<file path="src/rtl/uart_loader_pkg.sv">
// Shared types and defaults for the UART program loader.
// loader_state_t : frame-level state machine encoding
// *_DEFAULT      : default protocol constants, overridable per instance
package uart_loader_pkg;

  typedef enum logic [2:0] {
    S_IDLE,
    S_HDR_ADDR,
    S_HDR_CNT,
    S_CHECK,
    S_DATA,
    S_WRITE,
    S_SUM,
    S_RESP
  } loader_state_t;

  localparam logic [7:0] MAGIC_DEFAULT     = 8'hA5;
  localparam logic [7:0] ACK_DEFAULT       = 8'h06;
  localparam logic [7:0] NAK_DEFAULT       = 8'h15;
  localparam int         MAX_BYTES_DEFAULT = 8192;
  localparam int         TIMEOUT_DEFAULT   = 25_000_000;

endpackage

</file>
<file path="src/rtl/uart_loader_if.sv">
// Memory bus between the loader (master) and BRAM (slave).
// mem_valid : request, held until mem_ready is sampled high
// mem_instr : instruction fetch flag (loader never fetches)
// mem_addr  : byte address, word aligned
// mem_wdata : write data
// mem_wstrb : byte enables
// mem_ready : responder completion
interface uart_loader_if;
  logic        mem_valid;
  logic        mem_instr;
  logic [31:0] mem_addr;
  logic [31:0] mem_wdata;
  logic [3:0]  mem_wstrb;
  logic        mem_ready;

  modport master (
    output mem_valid, mem_instr, mem_addr, mem_wdata, mem_wstrb,
    input  mem_ready
  );

  modport slave (
    input  mem_valid, mem_instr, mem_addr, mem_wdata, mem_wstrb,
    output mem_ready
  );
endinterface

</file>
<file path="src/rtl/uart_loader.sv">
// UART program loader: receives a framed image
//   MAGIC, ADDR[4], COUNT[2], DATA[4*COUNT], SUM   (little-endian)
// and writes it word by word into BRAM, answering each frame with ACK/NAK.
// Ports:
//   clk, reset_n             clock, synchronous active-low reset
//   rx_received/rx_byte      received byte strobe and data
//   rx_error                 receive framing error strobe
//   tx_trigger/tx_byte       response send strobe and byte
//   tx_busy                  transmitter busy
//   bus                      memory bus master
//   loader_active            frame in progress (SoC muxes the bus and holds CPU in reset)
//   load_done                pulse with an ACK response
module uart_loader
  import uart_loader_pkg::*;
#(
  parameter logic [7:0] MAGIC          = MAGIC_DEFAULT,
  parameter int         MAX_BYTES      = MAX_BYTES_DEFAULT,
  parameter int         TIMEOUT_CYCLES = TIMEOUT_DEFAULT,
  parameter logic [7:0] ACK_BYTE       = ACK_DEFAULT,
  parameter logic [7:0] NAK_BYTE       = NAK_DEFAULT
) (
  input  logic                 clk,
  input  logic                 reset_n,
  input  logic                 rx_received,
  input  logic [7:0]           rx_byte,
  input  logic                 rx_error,
  output logic                 tx_trigger,
  output logic [7:0]           tx_byte,
  input  logic                 tx_busy,
  uart_loader_if.master        bus,
  output logic                 loader_active,
  output logic                 load_done
);

  localparam int TW = $clog2(TIMEOUT_CYCLES) + 1;

  loader_state_t state;
  logic          hold_full;
  logic [7:0]    hold_byte;
  logic [1:0]    idx;
  logic [31:0]   addr;
  logic [15:0]   count;
  logic [15:0]   words_left;
  logic [31:0]   wdata;
  logic [7:0]    sum;
  logic          valid;
  logic [3:0]    wstrb;
  logic          err_pend;
  logic          resp_ack;
  logic [TW-1:0] tmo_cnt;

  logic          consume;
  logic          in_frame;
  logic          overrun;
  logic          timeout;
  logic          err_now;
  logic [32:0]   win_end;
  logic          hdr_bad;

  assign bus.mem_valid = valid;
  assign bus.mem_instr = 1'b0;
  assign bus.mem_addr  = addr;
  assign bus.mem_wdata = wdata;
  assign bus.mem_wstrb = wstrb;

  // The holding register is drained in every state that reads bytes; RESP
  // drains and drops, so stale bytes never leak into the next frame. CHECK
  // and WRITE leave it full so data waits there.
  always_comb begin
    consume = 1'b0;
    case (state)
      S_IDLE, S_HDR_ADDR, S_HDR_CNT, S_DATA, S_SUM, S_RESP: consume = hold_full;
      default: consume = 1'b0;
    endcase
  end

  assign in_frame = (state != S_IDLE) && (state != S_RESP);
  assign overrun  = rx_received && hold_full && !consume;
  assign timeout  = in_frame && (tmo_cnt == TW'(TIMEOUT_CYCLES - 1));
  assign err_now  = in_frame && (rx_error || overrun || timeout);

  // 33-bit window end so an address near 2^32 cannot wrap below MAX_BYTES.
  assign win_end = {1'b0, addr} + {15'd0, count, 2'b00};
  assign hdr_bad = (addr[1:0] != 2'b00) || (win_end > 33'(MAX_BYTES));

  always_ff @(posedge clk) begin
    if (!reset_n) begin
      state         <= S_IDLE;
      hold_full     <= 1'b0;
      hold_byte     <= 8'h00;
      idx           <= 2'd0;
      addr          <= 32'h0;
      count         <= 16'h0;
      words_left    <= 16'h0;
      wdata         <= 32'h0;
      sum           <= 8'h00;
      valid         <= 1'b0;
      wstrb         <= 4'b0000;
      err_pend      <= 1'b0;
      resp_ack      <= 1'b0;
      tmo_cnt       <= '0;
      tx_trigger    <= 1'b0;
      tx_byte       <= 8'h00;
      loader_active <= 1'b0;
      load_done     <= 1'b0;
    end else begin
      tx_trigger <= 1'b0;
      load_done  <= 1'b0;

      // A byte with a simultaneous framing error is dropped.
      if (rx_received && !rx_error) begin
        hold_byte <= rx_byte;
        hold_full <= 1'b1;
      end else if (consume) begin
        hold_full <= 1'b0;
      end

      // Saturates at the limit so a timeout during WRITE stays asserted.
      if (!in_frame || consume) tmo_cnt <= '0;
      else if (!timeout)        tmo_cnt <= tmo_cnt + TW'(1);

      case (state)
        S_IDLE: begin
          if (consume && hold_byte == MAGIC) begin
            loader_active <= 1'b1;
            idx           <= 2'd0;
            sum           <= 8'h00;
            err_pend      <= 1'b0;
            state         <= S_HDR_ADDR;
          end
        end

        S_HDR_ADDR: begin
          if (err_now) begin
            resp_ack <= 1'b0;
            tx_byte  <= NAK_BYTE;
            state    <= S_RESP;
          end else if (consume) begin
            addr <= {hold_byte, addr[31:8]};
            idx  <= idx + 2'd1;
            if (idx == 2'd3) begin
              idx   <= 2'd0;
              state <= S_HDR_CNT;
            end
          end
        end

        S_HDR_CNT: begin
          if (err_now) begin
            resp_ack <= 1'b0;
            tx_byte  <= NAK_BYTE;
            state    <= S_RESP;
          end else if (consume) begin
            count <= {hold_byte, count[15:8]};
            idx   <= idx + 2'd1;
            if (idx == 2'd1) begin
              idx   <= 2'd0;
              state <= S_CHECK;
            end
          end
        end

        S_CHECK: begin
          if (err_now || hdr_bad) begin
            resp_ack <= 1'b0;
            tx_byte  <= NAK_BYTE;
            state    <= S_RESP;
          end else if (count == 16'd0) begin
            state <= S_SUM;
          end else begin
            words_left <= count;
            state      <= S_DATA;
          end
        end

        S_DATA: begin
          if (err_now) begin
            resp_ack <= 1'b0;
            tx_byte  <= NAK_BYTE;
            state    <= S_RESP;
          end else if (consume) begin
            // Shift right so the first byte ends up in wdata[7:0].
            wdata <= {hold_byte, wdata[31:8]};
            sum   <= sum + hold_byte;
            idx   <= idx + 2'd1;
            if (idx == 2'd3) begin
              idx   <= 2'd0;
              valid <= 1'b1;
              wstrb <= 4'b1111;
              state <= S_WRITE;
            end
          end
        end

        S_WRITE: begin
          // Errors are remembered and acted on once the handshake completes.
          if (err_now) err_pend <= 1'b1;
          if (bus.mem_ready) begin
            valid      <= 1'b0;
            wstrb      <= 4'b0000;
            addr       <= addr + 32'd4;
            words_left <= words_left - 16'd1;
            if (err_pend || err_now) begin
              resp_ack <= 1'b0;
              tx_byte  <= NAK_BYTE;
              state    <= S_RESP;
            end else if (words_left == 16'd1) begin
              state <= S_SUM;
            end else begin
              state <= S_DATA;
            end
          end
        end

        S_SUM: begin
          if (err_now) begin
            resp_ack <= 1'b0;
            tx_byte  <= NAK_BYTE;
            state    <= S_RESP;
          end else if (consume) begin
            resp_ack <= (hold_byte == sum);
            tx_byte  <= (hold_byte == sum) ? ACK_BYTE : NAK_BYTE;
            state    <= S_RESP;
          end
        end

        S_RESP: begin
          if (!tx_busy) begin
            tx_trigger    <= 1'b1;
            load_done     <= resp_ack;
            loader_active <= 1'b0;
            state         <= S_IDLE;
          end
        end

        default: state <= S_IDLE;
      endcase
    end
  end

endmodule
</file>
<file path="src/flat_wrapper.sv">
// flat-port wrapper written by rule: the top's interface ports become plain ports
module uart_loader_flat import uart_loader_pkg::*;
#(
  parameter logic [7:0] MAGIC          = MAGIC_DEFAULT,
  parameter int         MAX_BYTES      = MAX_BYTES_DEFAULT,
  parameter int         TIMEOUT_CYCLES = TIMEOUT_DEFAULT,
  parameter logic [7:0] ACK_BYTE       = ACK_DEFAULT,
  parameter logic [7:0] NAK_BYTE       = NAK_DEFAULT
)
  (clk, reset_n, rx_received, rx_byte, rx_error, tx_trigger, tx_byte, tx_busy, loader_active, load_done, bus_mem_valid, bus_mem_instr, bus_mem_addr, bus_mem_wdata, bus_mem_wstrb, bus_mem_ready);
  uart_loader_if bus_i ();
  input  logic clk;
  input  logic reset_n;
  input  logic rx_received;
  input  logic [7:0] rx_byte;
  input  logic rx_error;
  output logic tx_trigger;
  output logic [7:0] tx_byte;
  input  logic tx_busy;
  output logic loader_active;
  output logic load_done;
  output wire logic [$bits(bus_i.mem_valid)-1:0] bus_mem_valid;
  output wire logic [$bits(bus_i.mem_instr)-1:0] bus_mem_instr;
  output wire logic [$bits(bus_i.mem_addr)-1:0] bus_mem_addr;
  output wire logic [$bits(bus_i.mem_wdata)-1:0] bus_mem_wdata;
  output wire logic [$bits(bus_i.mem_wstrb)-1:0] bus_mem_wstrb;
  input wire logic [$bits(bus_i.mem_ready)-1:0] bus_mem_ready;
  assign bus_mem_valid = bus_i.mem_valid;
  assign bus_mem_instr = bus_i.mem_instr;
  assign bus_mem_addr = bus_i.mem_addr;
  assign bus_mem_wdata = bus_i.mem_wdata;
  assign bus_mem_wstrb = bus_i.mem_wstrb;
  assign bus_i.mem_ready = bus_mem_ready;
  uart_loader #(.MAGIC(MAGIC), .MAX_BYTES(MAX_BYTES), .TIMEOUT_CYCLES(TIMEOUT_CYCLES), .ACK_BYTE(ACK_BYTE), .NAK_BYTE(NAK_BYTE)) u_core (.clk(clk), .reset_n(reset_n), .rx_received(rx_received), .rx_byte(rx_byte), .rx_error(rx_error), .tx_trigger(tx_trigger), .tx_byte(tx_byte), .tx_busy(tx_busy), .bus(bus_i), .loader_active(loader_active), .load_done(load_done));
endmodule
</file>
<file path="config.mk">
export PLATFORM = sky130hd
export DESIGN_NAME = uart_loader_flat
export DESIGN_NICKNAME = d
export VERILOG_FILES = /design/src/rtl/uart_loader_pkg.sv /design/src/rtl/uart_loader_if.sv /design/src/rtl/uart_loader.sv /design/src/flat_wrapper.sv
export SDC_FILE = /design/constraint.sdc
export NUM_CORES = 1
export LEC_CHECK = 0
export BUFFER_PORTS_ARGS = -buffer_cell sky130_fd_sc_hd__buf_2
export CORE_MARGIN = 4
export CORE_UTILIZATION = 50
export CTS_BUF_LIST = sky130_fd_sc_hd__clkbuf_4 sky130_fd_sc_hd__clkbuf_8
export CTS_CLUSTER_DIAMETER = 200
export DETAILED_ROUTE_END_ITERATION = 10
export PLACE_DENSITY = 0.8
export SYNTH_ARGS = -nofsm -noshare
export SYNTH_HDL_FRONTEND = slang
export SYNTH_SLANG_ARGS = --single-unit
</file>
<file path="constraint.sdc">
create_clock -name clk -period 6.9 [get_ports clk]
set_input_delay 0.69 -clock clk [delete_from_list [all_inputs] [get_ports clk]]
set_output_delay 0.69 -clock clk [all_outputs]
set_load 0.005 [all_outputs]
</file>
==> metrics.md <==
| Metric | Value |
|---|---|
| Core area | `17,500 um^2` |
| R2R Setup Slk | `2.76 ns` |
| Mapped Cells | `1,200` |
| Dpl cells | `around 1,400` |
| Tmin final | `4.14 ns` |
| P_int | `1360 uW` |
| Commonest cells post-synth | `nand2_1 (204), dfxtp_1 (152), a21oi_1 (151)` |
| Pins Over Slew Limit | `0` |
| Met3 Use GR | `4.17%` |
| CTS tree | `yes` |
| # IOs | `95` |
| Sw Share | `33.9%` |
| Top Usage Layer GRT | `met2` |
| Hold Vio Cnt, Final | `0` |
| PortBufs | `89` |
| Power per cell area | `208 nW/um^2` |
| Cell mode on critical path | `o22ai_1` |
| CTS Hold Buffers Added | `0` |
| CTS sink cnt | `152` |
| Largest area contributor in the netlist | `dfxtp_1` |
| Post-route ant nets | `0` |
| Worst-path cell chain | `ha_1, fa_1, a211oi_1, o21ai_1, a22oi_1, o22ai_1, and4_1, o22ai_1, nor4_4, a21boi_4, nand3b_4, a21oi_2` |
| Slowest cell on crit path | `a21boi_4` |
| Die area | `20,300 um^2` |
| Delay-heaviest family, CP | `compound AO/OA/AOI/OAI gates` |
| Placer's final routability congestion estimate | `roughly 0.94` |
| Sequential power share | `47.5%` |
| Worst-Margin Slew | `roughly 1.1 ns` |
| Combinational share of power | `18.6%` |
| Setup violators final | `0` |
| Met2 usage | `38.6%` |
| Worst Setup Path Type | `flop to flop` |
| Area Growth Syn to Fin | `9.00%` |
| P_sw | `approximately 700 uW` |
| Layout Skew | `0.0119 ns` |
| Std cell rows | `48` |
| Share of cells above drive strength 1 | `between 10% and 20%` |
| Worst VDD drop | `0.000279 V` |
| Vias in the first global route | `~8,000` |
| Clock Pin Slew Worst Setup and Hold Paths | `0.09 ns` |
| Startpoint Class | `flop` |
| Chip Height | `143 um` |
| Synth top area cells | `dfxtp_1 (34%), nand2_1 (8.5%), a21oi_1 (8.4%)` |
| CP max stage delay | `between 0.8 and 0.9 ns` |
| # fillers | `1,673` |
| WP buf/inv | `0` |
| Final #Nets | `1,275` |
| Global route total overflow | `0` |
| Outcome | `finished, final reports clean` |
| Most common cell in the netlist | `nand2_1` |
| Initial core utilization | `51.6%` |
| CP required | `7.22 ns` |
| Initial antenna violation count | `1` |
| # Max-Cap Violations | `0` |
| Tot GR Track Use | `a little under a quarter` |
| Root Driver | `clkbuf_8` |
| Mean Syn Cell Area | `7.54 um^2` |
| Area fraction of the dominant cell type after synthesis | `33.6%` |
| Peak Freq | `0.241 GHz` |
| Worst skew pair latency | `0.47 ns` |
| Synth cell types | `80` |
| Die W | `143 um` |
| Final cell count without fillers | `1,468` |
| Reg-to-reg endpoint | `u_core.words_left[0]` |
| Synth warn | `0` |
| Via density | `slightly above 6` |
| Worst R2R Path Depth | `12` |
| Seq/Total Area, Yosys | `33.6%` |
| Mapped Area | `slightly above 9000 um^2` |
| Crit-path max FO | `32` |
| Setup Fix Bufs, Post-CTS | `0` |
| Final setup TNS | `0 ns` |
| CTS H-Tree Depth | `4` |
| Post-synth EDFFs | `0` |
| Fin crit share | `60.0%` |
| Avg WL per Cell | `around 17 um` |
| RSZ-0062 raised after global routing | `false` |
| Async SR Flop Fraction | `0%` |
| Via count | `8,989` |
| Initial DRC Count | `895` |
| Resize count post-CTS | `0` |
| Leakage power | `0.00368 uW` |
| Clock network fraction of total power | `34.0%` |
| Total Wirelength | `24.6 mm` |
| DRT Pass-1 Iters | `5` |
| Min-Delay Endpoint | `u_core.hold_byte[5]` |
| Ys flop type | `dfxtp_1` |
| Worst Min Path Start | `rx_byte[5]` |
| Crit path arrival time | `roughly 4.5 ns` |
| First-pass GRT wire length | `a little over 40 mm` |
| Worst hold margin | `0.450 ns` |
| Rel. slew slack | `26.6%` |
| Grt met1 use | `approximately a third` |
| Largest net degree at the start of global routing | `91` |
| Post-route DRC | `0` |
| Hold depth | `3` |
| Crit end category | `flop` |
| CTS Buf Count | `17` |
| Yosys reg bits | `152` |
| Worst R2R Start | `u_core.bus.mem_addr[2]` |
| Hold Crit Class | `input pin to flop` |
| Clk buf depth | `2` |
| DP HPWL | `about 17 mm` |
## power by group through the flow
stage | clock network (uW) | logic [uW] | registers, uW
5_1_grt | 746 | 420 | 979
4_1_cts | 711 | 378 | 970
2_1_floorplan | 0 | 332 | 945
6_report | 697 | 381 | 974
3_3_place_gp | 0 | 368 | 989
3_5_place_dp | 0 | 376 | 989
## cells in the final DEF (no fill, tap or decap), types with 8 or more instances in the layout
cell type  Yosys  final
buf_4         13      8
a211oi_1      18     18
buf_2          4     89
ha_1          30     30
o211ai_1       8      8
and3_1        16     16
mux2i_1        8      8
xnor2_1       20     20
inv_1         18     18
nor2_1       116    115
nor3_1        35     34
dfxtp_1      152    152
xor2_1        22     22
or3_1         14     14
nand3_1       48     48
clkbuf_8       0     18
a31oi_1        9      9
nor4_1        20     20
o21ai_0       43     43
nor2b_1        8      8
nand4_1       17     17
nand2_1      204    203
a21oi_1      151    151
o22ai_1       14     14
a21o_1         9      9
## state kept, by name, summed over array words and instances (netlist names)
register / count
u_core.sum: 8
u_core.bus.mem_wdata: 32
u_core.tx_trigger: 1
u_core.words_left: 16
u_core.idx: 2
u_core.tmo_cnt: 26
u_core.hold_full: 1
u_core.state: 3
u_core.count: 16
u_core.bus.mem_wstrb: 1
u_core.tx_byte: 3
u_core.loader_active: 1
u_core.load_done: 1
u_core.hold_byte: 8
u_core.bus.mem_addr: 32
u_core.err_pend: 1
## worst max path at each step
stage                           startpoint  slack (ns)                    end  cells after the start
detailed placement      u_core.tmo_cnt[17]        2.79   u_core.words_left[0]                     11
floorplan           u_core.bus.mem_addr[2]        3.46  u_core.words_left[12]                     13
global route            u_core.tmo_cnt[17]        2.49   u_core.words_left[0]                     11
CTS                     u_core.tmo_cnt[17]        2.76   u_core.words_left[0]                     11
global placement        u_core.tmo_cnt[17]        2.87   u_core.words_left[0]                     11
finish              u_core.bus.mem_addr[2]        2.76   u_core.words_left[0]                     12
## worst register-to-register path: cells and delay by family, from the launching register on
family          cells  cell delay [ns]
fa+ha+maj           2             0.69
compound gates      7             2.31
flops               1             0.38
simple gates        3             0.62
## cell type report
cell class	instances	area, um^2	share of cell area (%)
Timing Repair Buffer	97	505	5.12
Tap cell	225	282	2.85
Multi-Input combinational cell	942	5560	56.3
Sequential cell	152	3040	30.9
Antenna cell	1	2.50	0.0254
Clock inverter	14	154	1.56
Inverter	19	72.6	0.736
Clock buffer	18	248	2.51
## logic make-up (layout without fill, tap and decap cells)
group | after synthesis | after routing | synth area share (%)
AO/OA/AOI/OAI | 332 | 332 | 24.0
XOR/XNOR | 42 | 42 | 4.07
adder cells (fa/ha/maj) | 33 | 33 | 4.70
buffers and inverters | 110 | 148 | 5.32
flip-flops | 152 | 152 | 33.6
multiplexers | 11 | 11 | 1.26
other | 1 | 6 | 0.0414
AND/OR/NAND/NOR | 519 | 519 | 27.0
## per-layer routing
metal	vias up	routed length (um)	share of wire, %
met5	-	0	0
met2	390	11300	46
met3	42	2010	8.2
met4	0	475	1.9
li1	4355	-	-
met1	4202	10800	44
## metrics by stage
| step | util (%) | worst slack, ns | area [um^2] | total power (uW) |
|---|---|---|---|---|
| 6_report | 56.2 | 2.76 | 9860 | 2050 |
| 5_1_grt | 56.2 | 2.49 | 9860 | 2140 |
| 4_1_cts | 56.2 | 2.76 | 9860 | 2060 |
| 3_5_place_dp | 53.9 | 2.79 | 9460 | 1370 |
| 3_3_place_gp | 53.9 | 2.87 | 9460 | 1360 |
| 2_1_floorplan | - | 3.46 | 9060 | 1280 |
(Power assumes the default switching activity.)
